### config.mk
export PLATFORM = sky130hd
export DESIGN_NAME = sum_accumulator
export DESIGN_NICKNAME = d
export VERILOG_FILES = /design/src/rtl/sum_acc_pkg.sv /design/src/rtl/sum_acc_sat_add.sv /design/src/rtl/sum_accumulator.sv
export SDC_FILE = /design/constraint.sdc
export NUM_CORES = 1
export LEC_CHECK = 0
export CAP_MARGIN = 20
export CORE_UTILIZATION = 35
export CTS_CLUSTER_SIZE = 10
export DETAILED_ROUTE_END_ITERATION = 7
export SYNTH_ARGS = -nofsm -noshare
export SYNTH_HDL_FRONTEND = slang
export SYNTH_SLANG_ARGS = --single-unit
### constraint.sdc
create_clock -name clk -period 2.05 [get_ports clk]
set_input_delay 0.41 -clock clk [delete_from_list [all_inputs] [get_ports clk]]
set_output_delay 0.41 -clock clk [all_outputs]
set_load 0.005 [all_outputs]
### src/rtl/sum_acc_pkg.sv
// Shared types and constants for the adder-result accumulator.
// Adder results are 5 bits wide: {carry, sum[3:0]}.
package sum_acc_pkg;

    localparam int RES_W = 5;

    typedef enum logic [1:0] {
        IDLE  = 2'd0,
        ACCUM = 2'd1,
        DONE  = 2'd2
    } state_t;

endpackage

### src/rtl/sum_acc_sat_add.sv
// Combinational ACC_W-bit adder with a 5-bit addend and carry-out detection.
// Build option: define SATURATE_EN to clamp the result at 2^ACC_W-1 on overflow.
module sum_acc_sat_add
    import sum_acc_pkg::*;
#(
    parameter int ACC_W = 8
) (
    input  logic [ACC_W-1:0] i_acc,
    input  logic [RES_W-1:0] i_addend,
    output logic [ACC_W-1:0] o_result,
    output logic             o_ovf
);

    logic [ACC_W:0] w_sum;

    assign w_sum = {1'b0, i_acc} + {{(ACC_W+1-RES_W){1'b0}}, i_addend};
    assign o_ovf = w_sum[ACC_W];

`ifdef SATURATE_EN
    assign o_result = o_ovf ? {ACC_W{1'b1}} : w_sum[ACC_W-1:0];
`else
    assign o_result = w_sum[ACC_W-1:0];
`endif

endmodule

### src/rtl/sum_accumulator.sv
// Accumulates NUM_SAMPLES adder results per run behind valid/ready handshakes.
// Build option: SATURATE_EN selects clamping instead of wrapping on overflow.
module sum_accumulator
    import sum_acc_pkg::*;
#(
    parameter int ACC_W       = 8,
    parameter int NUM_SAMPLES = 4,
    parameter int CNT_W       = $clog2(NUM_SAMPLES + 1)
) (
    input  logic             clk,
    input  logic             rst,
    input  logic             start,
    input  logic             in_valid,
    input  logic [3:0]       in_sum,
    input  logic             in_carry,
    output logic             in_ready,
    output logic             out_valid,
    input  logic             out_ready,
    output logic [ACC_W-1:0] out_acc,
    output logic             out_ovf,
    output logic             busy
);

    state_t           r_state;
    state_t           w_state_next;
    logic [ACC_W-1:0] r_acc;
    logic [CNT_W-1:0] r_cnt;
    logic             r_ovf;

    logic             w_accept;
    logic             w_last;
    logic [ACC_W-1:0] w_add_result;
    logic             w_add_ovf;

    sum_acc_sat_add #(
        .ACC_W(ACC_W)
    ) u_add (
        .i_acc    (r_acc),
        .i_addend ({in_carry, in_sum}),
        .o_result (w_add_result),
        .o_ovf    (w_add_ovf)
    );

    assign w_accept = (r_state == ACCUM) && in_valid;
    assign w_last   = w_accept && (r_cnt == CNT_W'(NUM_SAMPLES - 1));

    always_comb begin
        w_state_next = r_state;
        case (r_state)
            IDLE:    if (start)     w_state_next = ACCUM;
            ACCUM:   if (w_last)    w_state_next = DONE;
            DONE:    if (out_ready) w_state_next = IDLE;
            default:                w_state_next = IDLE;
        endcase
    end

    always_ff @(posedge clk or posedge rst) begin
        if (rst) begin
            r_state <= IDLE;
        end else begin
            r_state <= w_state_next;
        end
    end

    // Previous run's total stays visible in IDLE until the next start clears it.
    always_ff @(posedge clk or posedge rst) begin
        if (rst) begin
            r_acc <= '0;
            r_cnt <= '0;
            r_ovf <= 1'b0;
        end else if ((r_state == IDLE) && start) begin
            r_acc <= '0;
            r_cnt <= '0;
            r_ovf <= 1'b0;
        end else if (w_accept) begin
            r_acc <= w_add_result;
            r_cnt <= r_cnt + CNT_W'(1);
            r_ovf <= r_ovf | w_add_ovf;
        end
    end

    assign in_ready  = (r_state == ACCUM);
    assign out_valid = (r_state == DONE);
    assign busy      = (r_state != IDLE);
    assign out_acc   = r_acc;
    assign out_ovf   = r_ovf;

endmodule

# Word level (Yosys, flattened, before mapping)
# Index checks and enable logic that the tools add are counted.
dict set report totals {
  ff_bits 14
  latchBits 0
  mem_bits_ro 0
  input_bits 10
  ram_bits 0
  memories 0
}
dict set report op_classes {
  n_div 0
  shift 0
  reduce_logical 7
  bitwise 1
  n_lt_le_gt_ge 0
  n_mux 10
  n_eq_ne 6
  n_addsub 2
  multipliers 0
}
# cell n
set op_table {}
lappend op_table {{8-bit 2-to-1 mux} 2}
lappend op_table {{8-bit by 5-bit adder with 9-bit output} 1}
lappend op_table {{2-bit 2-to-1 mux} 3}
lappend op_table {{3-bit 2-to-1 mux} 2}
lappend op_table {{2-bit one-hot mux with 3 select lines} 1}
lappend op_table {{2-bit by 1-bit inequality test with 1-bit output, second input constant} 2}
lappend op_table {{2-bit nonzero test} 2}
lappend op_table {{3-bit by 1-bit adder with 3-bit output, second input constant} 1}
lappend op_table {{3-bit by 2-bit == test with 1-bit output, second input constant} 1}
lappend op_table {{1-bit logical AND} 3}
lappend op_table {{3-bit AND reduction} 1}
lappend op_table {{2-bit by 1-bit == test with 1-bit output, second input constant} 1}
lappend op_table {{2-bit == test, second input constant} 1}
lappend op_table {{2-bit logical NOT} 1}
lappend op_table {{1-bit 2-to-1 mux} 2}
lappend op_table {{2-bit inequality test, second input constant} 1}
lappend op_table {{1-bit bitwise OR} 1}

# Logic depth before layout (Yosys ltp)
# Gate-level depths: netlist (run 1).
dict set report depth {
  ltp_word 5
  depth_mapped 7
}

# By module
# From an unflattened synthesis (run 1), not the netlist that was laid out.
dict set report unflattened {
  hier_cells 109
  area_unflattened_um2 1092.3
}
# mod cells_per_inst seq_area_each_um2 area_per_inst_um2 n_inst
set modules_own_cells {}
lappend modules_own_cells {sum_accumulator 81 350.3 858.3 1}
lappend modules_own_cells {sum_acc_sat_add 28 0.0 234.0 1}

# Worst setup path before layout (run 1)
# No wires, ideal clock.
dict set report synth_timing {
  path_type {input to register}
  startpoint {input port in_sum[0]}
  endpoint {register r_acc[6] (netlist: out_acc[6])}
  path_slack_ps 354
  cell_stages 7
  setup_time_ps 128
  arrival_ps 1568
  cell_sequence {ha_1 > inv_1 > fa_1 > nand2b_1 > a21oi_1 > o211ai_1 > mux2i_1}
}
dict set report synth_via {
  elab_chain_len 3
}
# element line_no
set synth_lines {}
lappend synth_lines {{from (decl)} sum_accumulator.sv:14} ;# input logic [3:0] in_sum,
lappend synth_lines {{8-bit by 5-bit adder with 9-bit output} sum_acc_sat_add.sv:16} ;# assign w_sum = {1'b0, i_acc} + {{(ACC_W+1-RES_W){1'b0}}, i_addend};
lappend synth_lines {{8-bit 2-to-1 mux} sum_accumulator.sv:75} ;# end else if (w_accept) begin
lappend synth_lines {{8-bit 2-to-1 mux} sum_accumulator.sv:71} ;# end else if ((r_state == IDLE) && start) begin
lappend synth_lines {{to (signal assigned)} sum_accumulator.sv:76} ;# r_acc <= w_add_result;
lappend synth_lines {{to (decl)} sum_accumulator.sv:26} ;# logic [ACC_W-1:0] r_acc;
# Every way passes these cells. The select of a mux whose other input is x is not followed.
# A chain may end at the register's enable or synchronous reset.

# Worst setup path in the final report (run 1)
dict set report layout_timing {
  startpoint {register r_state[1]}
  endpoint {output port in_ready}
}
dict set report layout_via {
  elab_chain_len 1
}
# element line_no
set layout_lines {}
lappend layout_lines {{from (decl)} sum_accumulator.sv:24} ;# state_t r_state;
lappend layout_lines {{from (signal assigned)} sum_accumulator.sv:61} ;# r_state <= w_state_next;
lappend layout_lines {{2-bit by 1-bit == test with 1-bit output} sum_accumulator.sv:82} ;# assign in_ready = (r_state == ACCUM);
lappend layout_lines {{to (decl)} sum_accumulator.sv:16} ;# output logic in_ready,
# Every way passes these cells.

==> results.txt, run 1 <==
----------------------------------------------------
[Status]
  Status ... complete, no violations

[Placement]
  HPWL after detailed placement ... 1358 um
  Standard cell area after detailed placement ... 1081 um^2
  Total instance count after detailed placement ... 134
  Routability congestion estimate from global placement ... 0.8070
  Buffers added on ports ... 21
  Post-place setup slack ... -185.0 ps

[Route]
  Count of vias placed by the detailed router ... 705
  Antenna-violating nets left ... 0
  Detailed-router iteration count before antenna repair ... 3
  Detail-routed via count per cell ... 5.109
  Starting DRC count in detailed routing ... 6
  Post-detailed-route DRC marker count ... 0
  Total routed wirelength ... 1824 um
  Average wire per cell in the routed design ... 13.22 um

[Power]
  Share of total power consumed by net switching ... 0.3726
  Share of power burned in the clock network ... 0.147
  Total power per unit cell area ... 1255 nW/um^2
  Sequential fraction of design power ... 0.338
  Switching power ... 0.0005244 W
  Leakage power of the design ... 0.5092 nW
  Cell internal power dissipation ... 0.0008828 W
  Peak VDD IR ... 523.1 uV
  Power share of the combinational group ... 0.515

[Floorplanning]
  Die W ... 50.65 um
  Die Y-Extent ... 50.65 um
  Core area ... 2212 um^2
  Rows ... 17
  I/O pins ... 22
  Die footprint ... 2565 um^2
  Initial standard-cell utilization of the core ... 0.3744

[Clock network]
  Source-to-sink clock delay at the later pin of the worst-skew pair ... 280 ps
  Clock transition at path regs ... 90 ps
  CTS Root Buffer Type ... clkbuf_4
  TritonCTS clock tree ... yes
  Maximum count of clock buffers along a single path ... 2
  Number of buffers created by CTS ... 3
  Clock sink total ... 14
  Htree depth ... 1

[Hold path]
  Hold WC Path Type ... in2async

[Synthesis]
  Primary flip-flop cell chosen by synthesis mapping ... dfrtp_1
  Mapped cell area ... 828.3 um^2
  Yosys synthesis warning count ... 0
  Post-synth EDFFs ... 0
  Synthesized net count ... 102
  Average size of a mapped cell ... 9.861 um^2
  Register bit total from synthesis ... 14
  Synth async-reset ratio ... 1.000
  Share of synthesized area occupied by flip-flops and latches ... 0.4230
  Number of different library cells in the post-synthesis netlist ... 29
  Cell count after synthesis ... 84

[Timing]
  Final Hold Vio Count ... 0
  Unrepaired setup endpoints after global routing ... false
  Worst Setup Slack, final ... 115.7 ps
  Max-slew violations ... 0
  Max Clock Freq ... 0.5170 GHz
  Total negative slack ... 0 ps
  Relative slew slack ... 0.6273
  Fin crit share ... 0.9435
  Final clock skew ... 0.7915 ps
  Actual transition at the worst max-transition pin ... 558.4 ps
  Post-route minimum period ... 1934 ps
  Final setup violation count ... 0

[Setup path]
  Crit start category ... register
  Required time of the critical path ... 1640 ps
  Arrival time at the worst endpoint ... 1520 ps
  Sort of element at the end of the critical path ... primary output
  Largest incremental delay on the critical path ... 510 ps
  Library cell contributing the largest single delay on the critical path ... clkdlybuf4s50_1
  Crit Path Category ... reg2out
  Max FO, Critical Path ... 6
  CP Cell Sequence ... and2b_4 -> clkdlybuf4s50_1
  Slack of the worst reg-to-reg path ... 330 ps

[GRT]
  Global router's overall resource usage ... 0.1683
  Number of global-route vias before repair ... 713
  Total congestion overflow after global routing ... 0
  Largest net degree at the start of global routing ... 15
  First-pass GRT wire length ... 3167 um
  Number of antenna violations at the first check in global routing ... 0

[Final layout]
  Layout Area Growth over Synthesis ... 35.35%
  Fin nets ... 129
  Total area of multi-input combinational cells ... 444.2 um^2
  Final core occ ... 0.5068
  Final Non-Filler Cells ... 138
  Layout fillers ... 219
  Antenna cells ... 0
  Share of post-route cells with drive strength above 1 ... 0.1091
  Post-layout instance area ... 1121 um^2
  Area used by sequential logic in the layout ... 350.3 um^2

[Flow run]
  Number of maximum-capacitance constraint violations ... 0

----------------------------------------------------
repair_timing:
action	in CTS	in global routing
hold buffers	0	0
setup endpoints to repair	0	2
resized for setup	0	1
buffers inserted	0	0
through the flow:
stage | hold WS, ps | power, W
floorplan | 299.2 | 0.0009075
global placement | 469.4 | 0.001195
detailed placement | 480.1 | 0.001204
CTS | 482.3 | 0.001419
global route | 523.4 | 0.001529
finish | 464.3 | 0.001407
layer usage:
layer	vias to the layer above	track usage	part of all wire
li1	348	-	-
met1	335	0.2203	0.49
met2	18	0.2600	0.46
met3	4	0.02727	0.034
met4	0	0.09722	0.015
met5	-	0	0
state kept, by name (all words and copies together), names as in the netlist:
name,count
out_acc,8
r_cnt,3
r_state,2
out_ovf,1
logic make-up after synthesis:
group | Yosys count | synth area share
multiplexers | 3 | 0.03626
XOR/XNOR | 1 | 0.01058
AND/OR/NAND/NOR | 28 | 0.1888
flip-flops | 14 | 0.4230
adder cells (fa/ha/maj) | 8 | 0.1299
AO/OA/AOI/OAI | 21 | 0.1662
buffers and inverters | 9 | 0.04532
area by class of cell:
type / instances / share of cell area
multi-input combinational: 61 / 0.3962
timing repair buffer: 23 / 0.2009
tap: 28 / 0.03125
sequential: 14 / 0.3125
inverter: 8 / 0.02679
clock buffer: 4 / 0.03237
placed cells by master (no fill, tap or decap), types with 2 or more instances in the layout:
cell type / instances
a31oi_1: 2
a22o_1: 3
mux2i_1: 3
nor2_1: 3
buf_4: 2
nand2_1: 11
o21ai_1: 4
nand2b_1: 2
dfrtp_1: 14
inv_1: 8
clkdlybuf4s50_1: 21
a21oi_1: 4
clkbuf_4: 3
a32o_1: 2
nor2b_1: 2
ha_1: 7
nand4_1: 2
o21ai_0: 2
worst paths after layout:
path                                        startpoint  depth (start not counted)                     end
worst max-delay path            r_state[1]$_DFFE_PP0P_                          2                in_ready
worst min-delay path                               rst                          2    r_cnt[0]$_DFFE_PP0P_
worst max register to register  out_acc[0]$_DFFE_PP0P_                          7  out_acc[6]$_DFFE_PP0P_
worst min register to register    r_cnt[0]$_DFFE_PP0P_                          1    r_cnt[0]$_DFFE_PP0P_
max in group asynchronous                          rst                          2  out_acc[6]$_DFFE_PP0P_
min in group clk                  r_cnt[0]$_DFFE_PP0P_                          1    r_cnt[0]$_DFFE_PP0P_
worst max-delay path: cells and delay by family (launching register included):
kind | cells | cell delay (ps)
simple gates | 1 | 310
buf+inv | 1 | 510
flops | 1 | 430
Yosys cell counts (all sizes together), types with 2 or more instances:
master  number  area (um^2)
a22o         3        26.28
nor2b        2        12.51
a32o         2        20.02
o21ai        6        30.03
ha           7        87.58
inv          8        30.03
a21oi        5        25.02
dfrtp       14        350.3
nand4        2        12.51
mux2i        3        30.03
a31oi        2        12.51
nand2b       2        12.51
nor2         4        22.52
nand2       12        47.55
power groups by stage:
stage | Clock (W) | Combinational, W | Sequential, W
2_1_floorplan | 0 | 0.000438 | 0.000470
3_3_place_gp | 0 | 0.000716 | 0.000480
3_5_place_dp | 0 | 0.000721 | 0.000483
4_1_cts | 0.000214 | 0.000729 | 0.000477
5_1_grt | 0.000223 | 0.000809 | 0.000497
6_report | 0.000207 | 0.000725 | 0.000475
Power figures use the tool's default switching activity.
==> inputs of run 2 (changes only) <==
TNS_END_PERCENT = 100   (was unset)
==> results of run 2 <==
No change in the layout: final DEF, timing and power equal those of run 1.
==> inputs of run 3 (changes only) <==
CTS_CLUSTER_DIAMETER = 60   (was unset)
CTS_CLUSTER_SIZE = 28   (was 10)
==> results of run 3 <==
No change in the layout: final DEF, timing and power equal those of run 1.
